===== src/rtl/int_rec.sv =====
// ---------------------------------------------------------------------------
// int_rec : saturating integrator that rebuilds a signed sample stream from
//           its first-difference stream (inverse of the differencing stage).
//
// Ports
//   clk          system clock, all state changes on the rising edge
//   rst          synchronous active-high reset
//   D_in         signed difference sample (W bits)
//   D_valid      D_in is valid this cycle
//   D_ready      block can accept D_in this cycle (combinational)
//   preload      load accumulator from preload_val, clear stream/flags/count
//   preload_val  signed initial accumulator value (W bits)
//   SP_rec       signed reconstructed sample (registered, W bits)
//   SP_valid     SP_rec holds an unconsumed result
//   out_ready    downstream consumes SP_rec this cycle
//   sat          sticky flag: some accumulation was clamped
//   cnt          accepted samples since reset/preload, saturating (CNT_W bits)
// ---------------------------------------------------------------------------
module int_rec #(
    parameter int W     = 20,
    parameter int CNT_W = 8
) (
    input  logic             clk,
    input  logic             rst,
    input  logic [W-1:0]     D_in,
    input  logic             D_valid,
    output logic             D_ready,
    input  logic             preload,
    input  logic [W-1:0]     preload_val,
    output logic [W-1:0]     SP_rec,
    output logic             SP_valid,
    input  logic             out_ready,
    output logic             sat,
    output logic [CNT_W-1:0] cnt
);

    typedef enum logic [0:0] {
        EMPTY = 1'b0,
        FULL  = 1'b1
    } state_t;

    localparam logic [W-1:0]     MAX_V   = {1'b0, {(W-1){1'b1}}};
    localparam logic [W-1:0]     MIN_V   = {1'b1, {(W-1){1'b0}}};
    localparam logic [CNT_W-1:0] CNT_MAX = {CNT_W{1'b1}};
    localparam logic [CNT_W-1:0] CNT_ONE = {{(CNT_W-1){1'b0}}, 1'b1};

    // Signed add in W+1 bits with clamping; returns {clamped, result}.
    // Overflow shows as a disagreement between the two top sum bits; the
    // extra (true sign) bit tells which rail to clamp to.
    function automatic logic [W:0] sat_add(input logic [W-1:0] a,
                                           input logic [W-1:0] b);
        logic [W:0] sum;
        sum = {a[W-1], a} + {b[W-1], b};
        if (sum[W] != sum[W-1]) begin
            if (sum[W] == 1'b0) begin
                sat_add = {1'b1, MAX_V};
            end else begin
                sat_add = {1'b1, MIN_V};
            end
        end else begin
            sat_add = {1'b0, sum[W-1:0]};
        end
    endfunction

    state_t           state_r, state_s;
    logic [W-1:0]     acc_r, acc_s;
    logic [W-1:0]     sp_rec_r, sp_rec_s;
    logic             sat_r, sat_s;
    logic [CNT_W-1:0] cnt_r, cnt_s;
    logic             ready_s;
    logic             accept_s;
    logic [W:0]       add_s;

    // Handshake decode: ready never looks at D_valid, so upstream may wait on it.
    always_comb begin
        ready_s  = !preload && ((state_r == EMPTY) || out_ready);
        accept_s = D_valid && ready_s;
        add_s    = sat_add(acc_r, D_in);
    end

    // Next-state and next-data logic; preload outranks accept, which outranks consume.
    always_comb begin
        state_s  = state_r;
        acc_s    = acc_r;
        sp_rec_s = sp_rec_r;
        sat_s    = sat_r;
        cnt_s    = cnt_r;
        if (preload) begin
            state_s  = EMPTY;
            acc_s    = preload_val;
            sp_rec_s = preload_val;
            sat_s    = 1'b0;
            cnt_s    = {CNT_W{1'b0}};
        end else if (accept_s) begin
            // A simultaneous consume is absorbed here: the slot refills at once.
            state_s  = FULL;
            acc_s    = add_s[W-1:0];
            sp_rec_s = add_s[W-1:0];
            sat_s    = sat_r | add_s[W];
            if (cnt_r == CNT_MAX) begin
                cnt_s = cnt_r;
            end else begin
                cnt_s = cnt_r + CNT_ONE;
            end
        end else begin
            case (state_r)
                FULL: begin
                    if (out_ready) begin
                        state_s = EMPTY;
                    end else begin
                        state_s = FULL;
                    end
                end
                EMPTY:   state_s = EMPTY;
                default: state_s = EMPTY;
            endcase
        end
    end

    // State and datapath registers with synchronous reset.
    always_ff @(posedge clk) begin
        if (rst) begin
            state_r  <= EMPTY;
            acc_r    <= {W{1'b0}};
            sp_rec_r <= {W{1'b0}};
            sat_r    <= 1'b0;
            cnt_r    <= {CNT_W{1'b0}};
        end else begin
            state_r  <= state_s;
            acc_r    <= acc_s;
            sp_rec_r <= sp_rec_s;
            sat_r    <= sat_s;
            cnt_r    <= cnt_s;
        end
    end

    assign D_ready  = ready_s;
    assign SP_rec   = sp_rec_r;
    assign SP_valid = (state_r == FULL);
    assign sat      = sat_r;
    assign cnt      = cnt_r;

endmodule

===== config.mk =====
export PLATFORM = sky130hd
export DESIGN_NAME = int_rec
export DESIGN_NICKNAME = d
export VERILOG_FILES = /design/src/rtl/int_rec.sv
export SDC_FILE = /design/constraint.sdc
export NUM_CORES = 1
export LEC_CHECK = 0
export CAP_MARGIN = 20
export CORE_ASPECT_RATIO = 1.75
export CORE_UTILIZATION = 45
export CTS_BUF_LIST = sky130_fd_sc_hd__clkbuf_4 sky130_fd_sc_hd__clkbuf_8
export DETAILED_ROUTE_END_ITERATION = 8
export PLACE_DENSITY_LB_ADDON = 0.08
export SLEW_MARGIN = 20
export SYNTH_ARGS = -nofsm -noshare
export SYNTH_HDL_FRONTEND = slang
export SYNTH_SLANG_ARGS = --single-unit

===== constraint.sdc =====
create_clock -name clk -period 2.8 [get_ports clk]
set_clock_uncertainty 0.05 [all_clocks]
set_input_delay 0.28 -clock clk [delete_from_list [all_inputs] [get_ports clk]]
set_output_delay 0.28 -clock clk [all_outputs]
set_load 0.02 [all_outputs]

**After elaboration in Yosys (flattened, before gate mapping)**

Index checks and enable logic that the tools add are counted.
W data, S select, Z words.

- Add/subtract/negate cells: 2
- $mul: 0
- Div/mod/pow operators: 0
- Order comparisons: 0
- Equality and inequality tests: 2
- Shifts and indexed selects: 0
- Muxes and demuxes: 7
- Bitwise logic cells: 3
- Reductions and logical operators: 7

Operators with widths:

| kind | count |
|---|---|
| $mux W20 | 3 |
| $add A20 B20 Y21 | 1 |
| $mux W21 | 1 |
| $add A8 B1 Y8 const B | 1 |
| $eq A8 B8 Y1 const B | 1 |
| $logic_and A1 B1 Y1 | 2 |
| $mux W1 | 2 |
| $not A1 Y1 | 2 |
| $pmux W1 S2 | 1 |
| $reduce_and A2 Y1 | 1 |
| $reduce_bool A2 Y1 | 1 |
| $reduce_or A2 Y1 | 1 |
| $logic_not A1 Y1 | 1 |
| $logic_or A1 B1 Y1 | 1 |
| $ne A1 B1 Y1 | 1 |
| $or A1 B1 Y1 | 1 |

- Flip-flop bits (word level): 30
- Latch bits: 0
- RAM bits: 0
- ROM bits: 0
- Bits of input ports: 45
- Output and inout port bits: 31
- Logic and storage cells: 25
- Memories: 0

**Longest topological paths before layout**

Gate-level depths: netlist of run 1.

- Depth after elaboration: 6
- Gate-level depth with buffers: 11
- Depth with buffers taken out: 10

**Worst setup path after synthesis of run 1**

No wires, ideal clock.

- Path kind: reg2reg
- From: register SP_rec[8] (netlist name)
- To: register sp_rec_r[17], in the netlist SP_rec[17]
- Library setup time: 141 ps
- Arrival time: 2,384 ps
- Data required time: 2,609 ps
- Slack: 226 ps
- Cell stages (with the launch flop): 11
- Buffers on the path: 2
- Clock period less this slack: 2,574 ps
- Cell sequence: dfxtp_1 -> ha_1 -> buf_6 -> and3_1 -> o21a_1 -> a211oi_2 -> a21o_1 -> a211oi_4 -> a211oi_4 -> buf_8 -> o22ai_4

RTL lines:

| element | RTL line | source |
|---|---|---|
| to (signal assigned) | 125 | `sp_rec_r <= {W{1'b0}};` |
| to (signal assigned) | 131 | `sp_rec_r <= sp_rec_s;` |
| to (decl) | 67 | `logic [W-1:0] sp_rec_r, sp_rec_s;` |

**Final worst setup path of run 1**

- From: input D_in[7]
- To: register sp_rec_r[15], in the netlist SP_rec[15]

- Cells in the longest elaborated chain, start to end: 5
- Elaborated cells on any way between the ends: 6
- Classes of those cells: add/sub: 1; eq/ne: 1; mux: 4

Ends and longest elaborated chain:

| element | RTL line | source |
|---|---|---|
| from (decl) | 25 | `input logic [W-1:0] D_in,` |
| $add A20 B20 Y21 (*) | 53 | `sum = {a[W-1], a} + {b[W-1], b};` |
| $mux W20 or $ne A1 B1 Y1 (tied branches) | 55, 54 |  |
| $mux W21 (*) | 54 | `if (sum[W] != sum[W-1]) begin` |
| $mux W20 (*) | 94 | `end else if (accept_s) begin` |
| $mux W20 (*) | 88 | `if (preload) begin` |

Mark *: on every way between the ends. The rest lies on a longest branch, timed or not. The select of a mux whose other input is x is not followed.
A chain may end at the register's enable or synchronous reset.

==> summary.md, run 1 <==
| Metric | Value |
|---|---|
| Leak | `1.72 nW` |
| Post-synthesis average cell area | `8.07 sq um` |
| X dimension of the die | `61.3 microns` |
| Setup slack of the worst register-to-register path | `0.17 ns` |
| Fillcell total | `540` |
| Type of the setup path with the least slack | `input port to flip-flop` |
| Syn Std Cell Area | `0.00277 sq mm` |
| Number of global-route vias before repair | `3,163` |
| Antenna fix cells | `0` |
| Max Fclk | `371 MHz` |
| Launching instance or port of the critical path | `D_in[7]` |
| Fraction of the core area covered by cells at the end of the flow | `70.2%` |
| CP Max Fanout | `6` |
| Hold buffers post-CTS | `0` |
| Placer Congestion | `0.931` |
| Total routed wirelength | `9040 microns` |
| Routed wirelength normalized by instance count | `16.3 microns` |
| Number of instances in the synthesized netlist | `343` |
| Total area of sequential cells | `601 sq um` |
| Seq cells post-synth | `30` |
| Largest buffer count on any clock path | `2` |
| CTS tree | `done` |
| Number of enable flip-flop cells after synthesis | `0` |
| Area added between synthesis and finish | `50.3%` |
| Clock latency on the worst-skew pair | `0.28 ns` |
| Worst Tran Pin Value | `0.565 ns` |
| Pre-antenna DRT Iters | `5` |
| Clock edge transition at the registers on the reported setup and hold paths | `0.07 ns` |
| Last element of the critical path | `SP_rec[15]` |
| Area of the core | `0.00593 sq mm` |
| Post-synth ARST share | `0%` |
| Worst slew margin relative to its limit | `62.1%` |
| Most frequent standard cell in the layout excluding fill and tap cells | `sky130_fd_sc_hd__clkdlybuf4s50_1` |
| Wire length of the first global-routing pass | `14,400 microns` |
| Count of max-cap constraint violations | `0` |
| Result of the run | `complete, no violations` |
| Worst hold path depth | `2` |
| Via density | `5.71` |
| I/O pins | `76` |
| Fraction of layout cells with a size suffix above 1 | `23.4%` |
| Post-synth top flop | `sky130_fd_sc_hd__dfxtp_1` |
| End of the worst register-to-register path | `SP_rec[15]` |
| HPWL Detailed | `7260 microns` |
| CP Data Required Time | `2.93 ns` |
| Pin count of the biggest net entering global routing | `42` |
| Antenna violations before repair | `0` |
| Number of pins exceeding their max-slew limit in the final report | `0` |
| Reg2Reg Launch Point | `SP_rec[7]` |
| Final standard cell count with taps included and fillers excluded | `556` |
| Fin. Hold Viols | `0` |
| Post-CTS Repair Setup Buffers | `0` |
| Sequential cell area fraction in the yosys report | `21.7%` |
| Buffers added on ports | `75` |
| Kind of start point of the critical path | `input port` |
| Area of combinational cells with multiple inputs | `0.00207 sq mm` |
| Die outline area | `0.00648 sq mm` |
| Vias post-DR | `3,174` |
| Clock tree root driver cell | `sky130_fd_sc_hd__clkbuf_8` |
| Number of warning messages in the yosys log | `0` |
| ANT nets after route | `0` |
| Total global routing track utilization | `29.6%` |
| Reg2reg path depth | `10` |
| Layout net count | `545` |
| Hold WS | `0.445 ns` |
| Cell type contributing the most total cell area after synthesis | `sky130_fd_sc_hd__dfxtp_1` |
| Cells after DPL | `549` |
| Arr. time, crit path | `2.82 ns` |
| Vertical die dimension | `106 microns` |
| Highest ir drop seen on vdd | `0.000322 V` |
| Final critical path time including I/O delays and setup | `2.69 ns` |
| Final critical-path share of the clock period | `96.2%` |
| DR iter-0 viols | `101` |
| Placement Cell Area | `0.00406 sq mm` |
| Leading cell types in the layout, fill and taps excluded | `75 x sky130_fd_sc_hd__clkdlybuf4s50_1, 69 x sky130_fd_sc_hd__buf_4, 46 x sky130_fd_sc_hd__nor2_1, 37 x sky130_fd_sc_hd__a21oi_1, 30 x sky130_fd_sc_hd__dfxtp_1` |
| Initial Util | `46.7%` |
| DRC | `0` |
| Setup violators final | `0` |
| Count of H-tree levels built during CTS | `2` |
| Kind of end point of the critical path | `flip-flop` |
| Power per unit of standard cell area | `402 mW/mm^2` |
| Final Instance Area | `0.00416 sq mm` |
| Unique cell type count in the Yosys netlist | `62` |
| Synthesized net count | `410` |
| Number of CTS-inserted buffers | `5` |
| Leading cell types by total area after synthesis | `sky130_fd_sc_hd__dfxtp_1 22%, sky130_fd_sc_hd__ha_1 9.5%, sky130_fd_sc_hd__a21oi_1 6.9%` |
| Final global-route overflow total | `0` |
| Share of the synthesized area in the top cell type | `21.7%` |
| Cell row count | `37` |
| Type of the worst min-delay path | `flip-flop to flip-flop` |
| TritonCTS Sinks | `30` |
| Power Total | `1.67 mW` |
## repair_timing
item,4_1_cts,5_1_grt
endpoints found under the hold margin,0,0
resized for setup,0,4
endpoints found under the setup margin,0,17
## critical path: stages
cell and delay (ns):
sky130_fd_sc_hd__clkdlybuf4s50_1 0.42, sky130_fd_sc_hd__ha_1 0.33, sky130_fd_sc_hd__buf_4 0.14, sky130_fd_sc_hd__nand4_2 0.13, sky130_fd_sc_hd__nor4_2 0.32, sky130_fd_sc_hd__nor2_2 0.12, sky130_fd_sc_hd__a21o_1 0.24, sky130_fd_sc_hd__a211oi_4 0.32
sky130_fd_sc_hd__a211oi_4 0.10, sky130_fd_sc_hd__buf_4 0.18, sky130_fd_sc_hd__a211oi_1 0.23
## metrics by stage
stage / TNS (ns) / setup slack (ns)
after floorplan: 0 / 0.226
after global placement: -2.97 / -0.258
after detailed placement: -3.57 / -0.246
after CTS: 0 / 0.0478
after global routing: -0.00867 / -0.00613
final: 0 / 0.105
## synthesized netlist by cell type, types with 2 or more instances
cell type / instances
sky130_fd_sc_hd__nor2_1: 47
sky130_fd_sc_hd__a21oi_1: 38
sky130_fd_sc_hd__dfxtp_1: 30
sky130_fd_sc_hd__ha_1: 21
sky130_fd_sc_hd__nand2_1: 17
sky130_fd_sc_hd__nand3_1: 16
sky130_fd_sc_hd__a211oi_1: 13
sky130_fd_sc_hd__a211oi_2: 9
sky130_fd_sc_hd__clkbuf_1: 9
sky130_fd_sc_hd__o21ai_0: 9
sky130_fd_sc_hd__xor2_1: 9
sky130_fd_sc_hd__a21o_1: 8
sky130_fd_sc_hd__nand2b_1: 8
sky130_fd_sc_hd__inv_1: 7
sky130_fd_sc_hd__nand4_1: 7
sky130_fd_sc_hd__or3_1: 7
sky130_fd_sc_hd__and3_1: 6
sky130_fd_sc_hd__o211ai_1: 6
sky130_fd_sc_hd__nor3_1: 5
sky130_fd_sc_hd__o311ai_0: 5
sky130_fd_sc_hd__xnor2_1: 5
sky130_fd_sc_hd__nand3b_1: 4
sky130_fd_sc_hd__nor2b_1: 4
sky130_fd_sc_hd__buf_4: 3
sky130_fd_sc_hd__o21a_1: 3
sky130_fd_sc_hd__o31ai_1: 3
sky130_fd_sc_hd__a211o_1: 2
sky130_fd_sc_hd__a211oi_4: 2
sky130_fd_sc_hd__a21oi_2: 2
sky130_fd_sc_hd__a221oi_2: 2
sky130_fd_sc_hd__a311oi_1: 2
sky130_fd_sc_hd__and2_1: 2
sky130_fd_sc_hd__and4_4: 2
sky130_fd_sc_hd__buf_1: 2
## state kept, by name (all words and copies together), names as in the netlist
register and cells:
SP_rec 20, cnt 8, SP_valid 1, sat 1
## per-layer routing
metal	vias to the layer above	GRT usage (%)	share of wire, %
met2	104	55.7	55
met5	-	0	0
met4	0	12.2	3.2
met3	22	4.17	4.3
li1	1554	-	-
met1	1494	30.1	37
## power by group
part	total [mW]	internal (mW)	switching, mW
Sequential	0.484	0.456	0.0284
Combinational	0.860	0.435	0.425
Clock	0.328	0.166	0.161
Total	1.67	1.06	0.615
## logic make-up after synthesis
family | after synthesis | synth area share, %
multiplexers | 1 | 0.362
buffers and inverters | 24 | 4.39
flip-flops | 30 | 21.7
XOR/XNOR | 14 | 4.43
adder cells (fa/ha/maj) | 22 | 10.2
AO/OA/AOI/OAI | 114 | 32.6
AND/OR/NAND/NOR | 138 | 26.3
## final cells by class
class	count	share of cell area (%)
inverter	7	0.632
tap	78	2.35
clock inverter	2	0.241
multi-input combinational	289	49.7
sequential	30	14.4
clock buffer	5	1.66
timing repair buffer	145	31.0
## how the worst min path moves through the flow
| stage | startpoint | to | slack [ns] |
|---|---|---|---|
| CTS | sat | sat | 0.44 |
| global placement | sat | sat | 0.42 |
| global route | sat | sat | 0.48 |
| finish | sat | sat | 0.44 |
| floorplan | rst | SP_rec[13] | 0.30 |
| detailed placement | sat | sat | 0.43 |
Note: power is estimated with default switching activity, not from simulation.
==> inputs of run 2 (changes only) <==
Settings changed: CAP_MARGIN 20 to unset, DONT_BUFFER_PORTS set to 1.
==> run 2 against run 1 <==
  * Worst hold slack got worse by 0.44 ns
  * First-iteration DRC count rose by 32%
  * Wire length fell by 9.4%
  * Register-to-register slack got worse by 0.02 ns
  * Global-route usage fell by 2.9 points
  * Sequential share of layout area rose by 3.9 points
  * Combinational power fell by 24%
  * Die area did not move
  * Clock power rose by 73%
  * Count of clock-buffer cells in the layout rose by 1
  * Core utilization fell by 15 points
  * Critical path type is now flip-flop to flip-flop
  * Largest power group unchanged
==> summary.md, run 2 (synthesis gave the netlist of run 1 again) <==
| Metric | Value |
|---|---|
| Leading cell types in the layout, fill and taps excluded | `47 x sky130_fd_sc_hd__nor2_1, 42 x sky130_fd_sc_hd__buf_4, 38 x sky130_fd_sc_hd__a21oi_1, 30 x sky130_fd_sc_hd__dfxtp_1, 20 x sky130_fd_sc_hd__ha_1` |
| Total routed wirelength | `8190 microns (-9.4%)` |
| Final standard cell count with taps included and fillers excluded | `456 (-18%)` |
| Count of max-cap constraint violations | `0 (unchanged)` |
| Power Total | `1.70 mW (+1.8%)` |
| Largest buffer count on any clock path | `2 (unchanged)` |
| CP Data Required Time | `2.96 ns (+0.03 ns)` |
| Final critical path time including I/O delays and setup | `2.65 ns (-0.0433 ns)` |
| Max Fclk | `377 MHz (+1.6%)` |
| Hold WS | `0.00360 ns (-0.441 ns)` |
| Clock tree root driver cell | `sky130_fd_sc_hd__clkbuf_8` |
| Total global routing track utilization | `26.6% (-2.9 points)` |
| Setup violators final | `0 (unchanged)` |
| Worst Tran Pin Value | `0.648 ns (+0.0833 ns)` |
| Die outline area | `0.00648 sq mm (unchanged)` |
| CP Max Fanout | `15 (+9)` |
| Pre-antenna DRT Iters | `4 (-1)` |
| Critical path cell sequence | `ha_1, inv_1, fa_1, nand2b_1, a21o_1, a21oi_4, o221ai_4, o211ai_4, buf_4, nand3_1, a211oi_2` |
| Leak | `1.34 nW (-22%)` |
| Highest-delay cell along the critical path | `sky130_fd_sc_hd__fa_1` |
| Number of pins exceeding their max-slew limit in the final report | `0 (unchanged)` |
| Power per unit of standard cell area | `519 mW/mm^2 (+29%)` |
| Number of global-route vias before repair | `2,719 (-14%)` |
| Layout net count | `444 (-19%)` |
| Final global-route overflow total | `0 (unchanged)` |
| DR iter-0 viols | `133 (+32%)` |
| Routed wirelength normalized by instance count | `18.0 microns (+11%)` |
| Fraction of layout cells with a size suffix above 1 | `23.3% (-0.15 points)` |
| TritonCTS Sinks | `30 (unchanged)` |
| Clock latency on the worst-skew pair | `0.29 ns (about the same)` |
| I/O pins | `76 (unchanged)` |
| Clock edge transition at the registers on the reported setup and hold paths | `0.07 ns (about the same)` |
| Buffers added on ports | `0 (-100%)` |
| Initial Util | `46.7% (unchanged)` |
| Type of the setup path with the least slack | `flip-flop to flip-flop` |
| Final critical-path share of the clock period | `94.7% (-1.5 points)` |
| Placement Cell Area | `0.00303 sq mm (-25%)` |
| Highest cell delay on the worst timing path | `0.38 ns (-0.04 ns)` |
| Count of H-tree levels built during CTS | `2 (unchanged)` |
| Via density | `5.94 (+4.1%)` |
| Antenna fix cells | `0 (unchanged)` |
| Number of CTS-inserted buffers | `5 (unchanged)` |
| Final Instance Area | `0.00328 sq mm (-21%)` |
| Result of the run | `complete, no violations` |
| Pin count of the biggest net entering global routing | `43 (+2.4%)` |
| Kind of end point of the critical path | `flip-flop` |
| Type of the worst min-delay path | `input port to flip-flop` |
| Placer Congestion | `0.962 (+3.3%)` |
| Fin. Hold Viols | `0 (unchanged)` |
| Most frequent standard cell in the layout excluding fill and tap cells | `sky130_fd_sc_hd__nor2_1` |
| Cell row count | `37 (unchanged)` |
| X dimension of the die | `61.3 microns (unchanged)` |
| Vias post-DR | `2,709 (-15%)` |
| Antenna violations before repair | `0 (unchanged)` |
| DRC | `0 (unchanged)` |
| Setup TNS | `0 ns (unchanged)` |
| Highest ir drop seen on vdd | `0.000374 V (+16%)` |
| Area of the core | `0.00593 sq mm (unchanged)` |
| Cells after DPL | `439 (-20%)` |
| Vertical die dimension | `106 microns (unchanged)` |
| HPWL Detailed | `6290 microns (-13%)` |
| Worst slew margin relative to its limit | `56.2% (-5.8 points)` |
| CTS tree | `done` |
| ANT nets after route | `0 (unchanged)` |
| Arr. time, crit path | `2.81 ns (about the same)` |
| Wire length of the first global-routing pass | `12,800 microns (-11%)` |
| Kind of start point of the critical path | `flip-flop` |
| Max FFs per register | `20 (unchanged)` |
| Area added between synthesis and finish | `18.5%` |
## run 2: metrics by stage
stage / setup slack (ns) / utilization, %
floorplan: 0.226 / -
global placement: 0.0832 / 51.2
detailed placement: 0.0908 / 51.2
CTS: 0.0436 / 53.7
global route: -0.0309 / 55.3
finish: 0.148 / 55.3
## run 2: timing repair
item / 4_1_cts / 5_1_grt
endpoints found under the hold margin: 8 / 3
endpoints found under the setup margin: 0 / 19
hold buffers: 1 / 1
setup buffers: 0 / 7
gates resized for setup: 0 / 7
## run 2: area by class of cell
| class | count | area (sq um) |
|---|---|---|
| Inverter | 7 | 26.3 |
| Timing Repair Buffer | 44 | 335 |
| Multi-Input combinational cell | 289 | 2080 |
| Fill cell | 627 | 2650 |
| Clock inverter | 2 | 60.1 |
| Tap cell | 78 | 97.6 |
| Clock buffer | 6 | 82.6 |
| Sequential cell | 30 | 601 |
## run 2: power by group
part | total (mW) | switching (mW) | internal [mW]
registers | 0.477 | 0.0217 | 0.456
clock network | 0.568 | 0.189 | 0.380
logic | 0.656 | 0.377 | 0.279
total | 1.70 | 0.587 | 1.11
## run 2: metal layers
layer	share of wire, %	vias up	track usage, %
met3	4.4	22	3.80
met5	0	-	0
met4	3.2	0	10.4
met2	55	85	49.2
li1	-	1350	-
met1	37	1252	28.4
## run 2: final timing paths
path | end | slack (ns) | cells past startpoint | start
setup / recovery | SP_rec[9] | 0.15 | 11 | SP_rec[0]
hold / removal | SP_rec[13] | 0.004 | 1 | rst
setup reg to reg | SP_rec[9] | 0.15 | 11 | SP_rec[0]
hold reg to reg | sat | 0.54 | 2 | sat
## run 2: critical path: cells and delay by family (launching register included)
family / cells / cell delay, ns
compound gates: 5 / 1.09
fa+ha+maj: 2 / 0.56
flops: 1 / 0.34
buf+inv: 2 / 0.27
simple gates: 2 / 0.27
